File: src/rtl/sdram_pkg.sv
// Shared definitions for the SDRAM host-interface arbiter.
// Arbiter FSM state encoding plus the host data width.
package sdram_pkg;

    localparam int unsigned SDRAM_DATA_WIDTH = 16;

    localparam logic [2:0] ARB_IDLE      = 3'd0;
    localparam logic [2:0] ARB_ISSUE     = 3'd1;
    localparam logic [2:0] ARB_WAIT_BUSY = 3'd2;
    localparam logic [2:0] ARB_WAIT_DONE = 3'd3;
    localparam logic [2:0] ARB_ACK       = 3'd4;

endpackage

File: src/rtl/arb_rr2.sv
// Two-way grant picker for the SDRAM arbiter.
// Default build: round robin, the port that did not win last time takes a tie.
// Build option SDRAM_ARB_FIXED_PRIO_EN: strict priority, port 0 always wins a tie.
module arb_rr2 (
    input  logic [1:0] req,
    input  logic       last_owner,
    output logic       grant
);

`ifdef SDRAM_ARB_FIXED_PRIO_EN
    logic unused_last_owner;
    assign unused_last_owner = last_owner;

    // Port 1 only wins when port 0 is not asking.
    always_comb begin
        grant = ~req[0];
    end
`else
    // On a tie the non-owner wins; otherwise the lone requester wins.
    always_comb begin
        if (req == 2'b11) begin
            grant = ~last_owner;
        end else begin
            grant = req[1];
        end
    end
`endif

endmodule

File: src/rtl/sdram_arbiter.sv
// Two-port arbiter in front of one SDRAM controller host interface.
// Serialises single-word reads/writes, waits out the controller busy pulse,
// captures read data and returns a one-cycle ack to the granted port.
// Build option SDRAM_ARB_FIXED_PRIO_EN selects strict port-0 priority (see arb_rr2).
module sdram_arbiter
    import sdram_pkg::*;
#(
    parameter int unsigned HADDR_WIDTH = 24
) (
    input  logic                        clk,
    input  logic                        rst_n,
    input  logic                        req0,
    input  logic                        req1,
    input  logic                        we0,
    input  logic                        we1,
    input  logic [HADDR_WIDTH-1:0]      addr0,
    input  logic [HADDR_WIDTH-1:0]      addr1,
    input  logic [SDRAM_DATA_WIDTH-1:0] wdata0,
    input  logic [SDRAM_DATA_WIDTH-1:0] wdata1,
    output logic                        ack0,
    output logic                        ack1,
    output logic [SDRAM_DATA_WIDTH-1:0] rdata0,
    output logic [SDRAM_DATA_WIDTH-1:0] rdata1,
    output logic [HADDR_WIDTH-1:0]      haddr,
    output logic [SDRAM_DATA_WIDTH-1:0] data_input,
    input  logic [SDRAM_DATA_WIDTH-1:0] data_output,
    input  logic                        busy,
    output logic                        rd_enable,
    output logic                        wr_enable,
    output logic                        owner
);

    logic [2:0] state_q;
    logic [2:0] state_d;
    logic       we_q;
    logic       grant;
    logic       start;
    logic       grant_we;

    arb_rr2 u_pick (
        .req        ({req1, req0}),
        .last_owner (owner),
        .grant      (grant)
    );

    // A new transaction starts only from IDLE with the controller quiet.
    always_comb begin
        start    = (state_q == ARB_IDLE) && (req0 || req1) && !busy;
        grant_we = grant ? we1 : we0;
    end

    // Next-state logic for the transaction sequencer.
    always_comb begin
        state_d = state_q;
        case (state_q)
            ARB_IDLE:      if ((req0 || req1) && !busy) state_d = ARB_ISSUE;
            ARB_ISSUE:     state_d = ARB_WAIT_BUSY;
            ARB_WAIT_BUSY: if (busy) state_d = ARB_WAIT_DONE;
            ARB_WAIT_DONE: if (!busy) state_d = ARB_ACK;
            ARB_ACK:       state_d = ARB_IDLE;
            default:       state_d = ARB_IDLE;
        endcase
    end

    // State, host-side fields, strobes, acks and read-data capture.
    always_ff @(posedge clk) begin
        if (!rst_n) begin
            state_q    <= ARB_IDLE;
            we_q       <= 1'b0;
            owner      <= 1'b1;
            haddr      <= '0;
            data_input <= '0;
            rdata0     <= '0;
            rdata1     <= '0;
            rd_enable  <= 1'b0;
            wr_enable  <= 1'b0;
            ack0       <= 1'b0;
            ack1       <= 1'b0;
        end else begin
            state_q   <= state_d;
            // Strobes and acks are single-cycle pulses by default.
            rd_enable <= 1'b0;
            wr_enable <= 1'b0;
            ack0      <= 1'b0;
            ack1      <= 1'b0;
            case (state_q)
                ARB_IDLE: begin
                    if (start) begin
                        owner      <= grant;
                        we_q       <= grant_we;
                        haddr      <= grant ? addr1 : addr0;
                        data_input <= grant ? wdata1 : wdata0;
                        // Registered so the strobe is high exactly during ISSUE.
                        rd_enable  <= ~grant_we;
                        wr_enable  <= grant_we;
                    end
                end
                ARB_WAIT_DONE: begin
                    if (!busy) begin
                        if (!we_q) begin
                            if (owner) begin
                                rdata1 <= data_output;
                            end else begin
                                rdata0 <= data_output;
                            end
                        end
                        ack0 <= ~owner;
                        ack1 <= owner;
                    end
                end
                default: ;
            endcase
        end
    end

endmodule

File: config.mk
export PLATFORM = sky130hd
export DESIGN_NAME = sdram_arbiter
export DESIGN_NICKNAME = d
export VERILOG_FILES = /design/src/rtl/sdram_pkg.sv /design/src/rtl/arb_rr2.sv /design/src/rtl/sdram_arbiter.sv
export SDC_FILE = /design/constraint.sdc
export NUM_CORES = 1
export LEC_CHECK = 0
export ABC_AREA = 1
export CORE_MARGIN = 1.5
export CORE_UTILIZATION = 40
export DETAILED_ROUTE_END_ITERATION = 8
export GPL_TIMING_DRIVEN = 0
export PLACE_DENSITY = 0.85
export SLEW_MARGIN = 25
export SYNTH_ARGS = -nofsm -noshare
export SYNTH_HDL_FRONTEND = slang
export SYNTH_SLANG_ARGS = --single-unit
File: constraint.sdc
create_clock -name clk -period 2.4 [get_ports clk]
set_input_delay 0.6 -clock clk [delete_from_list [all_inputs] [get_ports clk]]
set_output_delay 0.6 -clock clk [all_outputs]
set_load 0.005 [all_outputs]
==> impl_metrics.tcl <==
set metrics [dict create \
    status "finished clean" \
    max-slew-margin-rel_pct 65.5 \
    start_util_pct 40.9 \
    irDropWorstVdd_mv 0.303 \
    vias_per_cell 4.45 \
    seqCellArea_mm2 0.00162 \
    final_antenna_net_count 0 \
    die_area_mm2 0.0111 \
    io_buffers 177 \
    clock_path_buffers 2 \
    setup_viol_count_final 0 \
    hold_class "reg2reg" \
    synth_cells 697 \
    period_share_pct 85.7 \
    switching_power_mw 1.07 \
    synthDistinctLibCells 19 \
    async_reset_ff_share_pct 0 \
    area_growth_pct 50.7 \
    grt_pass1_wl_mm 18.8 \
    synth_top_area_share_pct 38.6 \
    multi_input_area_mm2 0.00191 \
    drcViolationCount 0 \
    dp_hpwl_mm 9.01 \
    firstDrtPassIters 4 \
    arrival_ns 2.30 \
    clock_latency_ns 0.35 \
    worstSetupPathType "in2reg" \
    rsz0062_at_grt "false" \
    end_kind "flop" \
    top_level_ports 180 \
    skew_ns 0.0157 \
    yosys.area.top_type "dfxtp_1" \
    wire_per_inst_um 11.6 \
    powerDensity_mw_per_mm2 541 \
    routabilityCongestion 0.865 \
    diodes 0 \
    path_clk_slew_ns 0.09 \
    antenna_found_initial 0 \
    required_ns 2.64 \
    yosys_most_used_dff "dfxtp_1" \
    p_comb_share_pct 28.2 \
    numCtsBuffers 9 \
    timing.final.hold_violations 0 \
    cts_tree "done" \
    ctsResizeCount 0 \
    p_leak_nw 3.07 \
    syn_avg_cell_area_um2 6.03 \
    design.core.area_mm2 0.0103 \
    grt_pass1_vias 4057 \
    setup_tns_ns 0 \
    period_needed_ns 2.06 \
    holdWs_ns 0.488 \
    placed_cells_incl_taps 1010 \
    htreeDepth 3 \
    post_cts_buffers 0 \
    tightest_slew_ns 0.517 \
    power_switching_share_pct 31.1 \
    drt-total-wl_mm 11.9 \
    seq_area_frac_synth_pct 38.6 \
    clockPowerShare_pct 27.7 \
    final_cells 1026 \
    slew_viol_final 0 \
    mostFrequentLayoutCell "nor2_1" \
    grt_max_degree 16 \
    clockRootBuffer "clkbuf_8" \
    startpoint_type "input port" \
    maxCapViolCount 0 \
    mappedNetlistArea_mm2 0.00420 \
    intPower_mw 2.36 \
    cts_sinks 81 \
    nFillCells 973 \
    seq_power_share_pct 44.1 \
    grt_remaining_overflow 0 \
    ys_seq_elements 81 \
    yosysWarnings 0 \
    fin_nets 988 \
    total_power_mw 3.43 \
    synth_edf_count 0 \
    die_h_um 106 \
    synth_area_leaders "dfxtp_1 39%, nor2_1 17%, nand2_1 13%" \
    mostFrequentLayoutCells "192 x nor2_1, 177 x clkdlybuf4s50_1, 145 x nand2_1, 126 x inv_1, 83 x nand3_1" \
    fmax_mhz 486 \
    dieWidth_um 106 \
    rows 37 \
    path_max_fanout 10 \
    drtIter0Drc 261 \
    vias 4566 \
    syn-num-nets 800 \
    cts_hold_buffers 0 \
    grt_usage_pct 21.1 \
    drive_above_1_share_pct 5.06 \
]
-- per-stage QoR --
stage          cell area [um^2]  util (%)  setup WS, ns
6_report                   6330      61.6         0.344
5_1_grt                    6330      61.6         0.194
4_1_cts                    6330      61.6         0.345
3_5_place_dp               6140      59.8       -0.0223
3_3_place_gp               6140      59.8        0.0360
2_1_floorplan              4200         -         0.912
-- power by group through the flow --
| stage | clock network (mW) | logic [mW] | registers [mW] |
|---|---|---|---|
| 2_1_floorplan | 0 | 0.479 | 1.54 |
| 3_3_place_gp | 0 | 0.952 | 1.54 |
| 3_5_place_dp | 0 | 0.963 | 1.54 |
| 4_1_cts | 0.980 | 0.969 | 1.51 |
| 5_1_grt | 1.05 | 1.08 | 1.53 |
| 6_report | 0.948 | 0.966 | 1.51 |
-- synth_stat cells (2+ instances only) --
| master | instances |
|---|---|
| nor2_1 | 192 |
| nand2_1 | 145 |
| inv_1 | 126 |
| nand3_1 | 83 |
| dfxtp_1 | 81 |
| buf_2 | 18 |
| nand4_1 | 17 |
| clkbuf_1 | 16 |
| buf_1 | 4 |
| nor2_4 | 3 |
| buf_4 | 2 |
| buf_6 | 2 |
| nand3_4 | 2 |
-- flip-flops by register name, indices dropped and copies added (netlist names) --
register	cells
ack0	1
ack1	1
data_input	16
haddr	24
owner	1
rd_enable	1
rdata0	16
rdata1	16
state_q	3
we_q	1
wr_enable	1
-- final cells by class --
class / count / area share, %
multi-input combinational: 448 / 30.1
timing repair buffer: 177 / 28.0
sequential: 81 / 25.6
inverter: 126 / 7.47
buffer: 42 / 3.20
tap: 136 / 2.69
clock buffer: 10 / 2.17
clock inverter: 6 / 0.810
-- kinds of logic (layout without fill, tap and decap cells) --
kind of cell	Yosys count	in the layout	synth area share, %
AO/OA/AOI/OAI	3	3	0.447
buffers and inverters	168	361	16.1
flip-flops	81	81	38.6
AND/OR/NAND/NOR	445	445	44.9
-- worst paths after layout --
kind	start	end	slack (ns)	cells past startpoint
setup / recovery	req0	haddr[19]	0.34	8
hold / removal	rdata1[2]	rdata1[2]	0.49	2
setup reg to reg	owner	haddr[19]	0.71	7
hold reg to reg	rdata1[2]	rdata1[2]	0.49	2
-- worst max-delay path, cell delays in order --
cell             delay [ns]
clkdlybuf4s50_1        0.45
nand2_1                0.24
nand2_1                0.14
inv_1                  0.18
clkbuf_1               0.43
nor2_1                 0.08
nor2_1                 0.13
nor2_1                 0.05
-- layer usage --
| metal | vias to the layer above | wire length [um] | track usage, % |
|---|---|---|---|
| li1 | 2438 | - | - |
| met1 | 1979 | 5300 | 26.5 |
| met2 | 139 | 5640 | 35.8 |
| met3 | 10 | 766 | 5.75 |
| met4 | 0 | 163 | 5.12 |
| met5 | - | 0 | 0 |
Power figures use the tool's default switching activity.
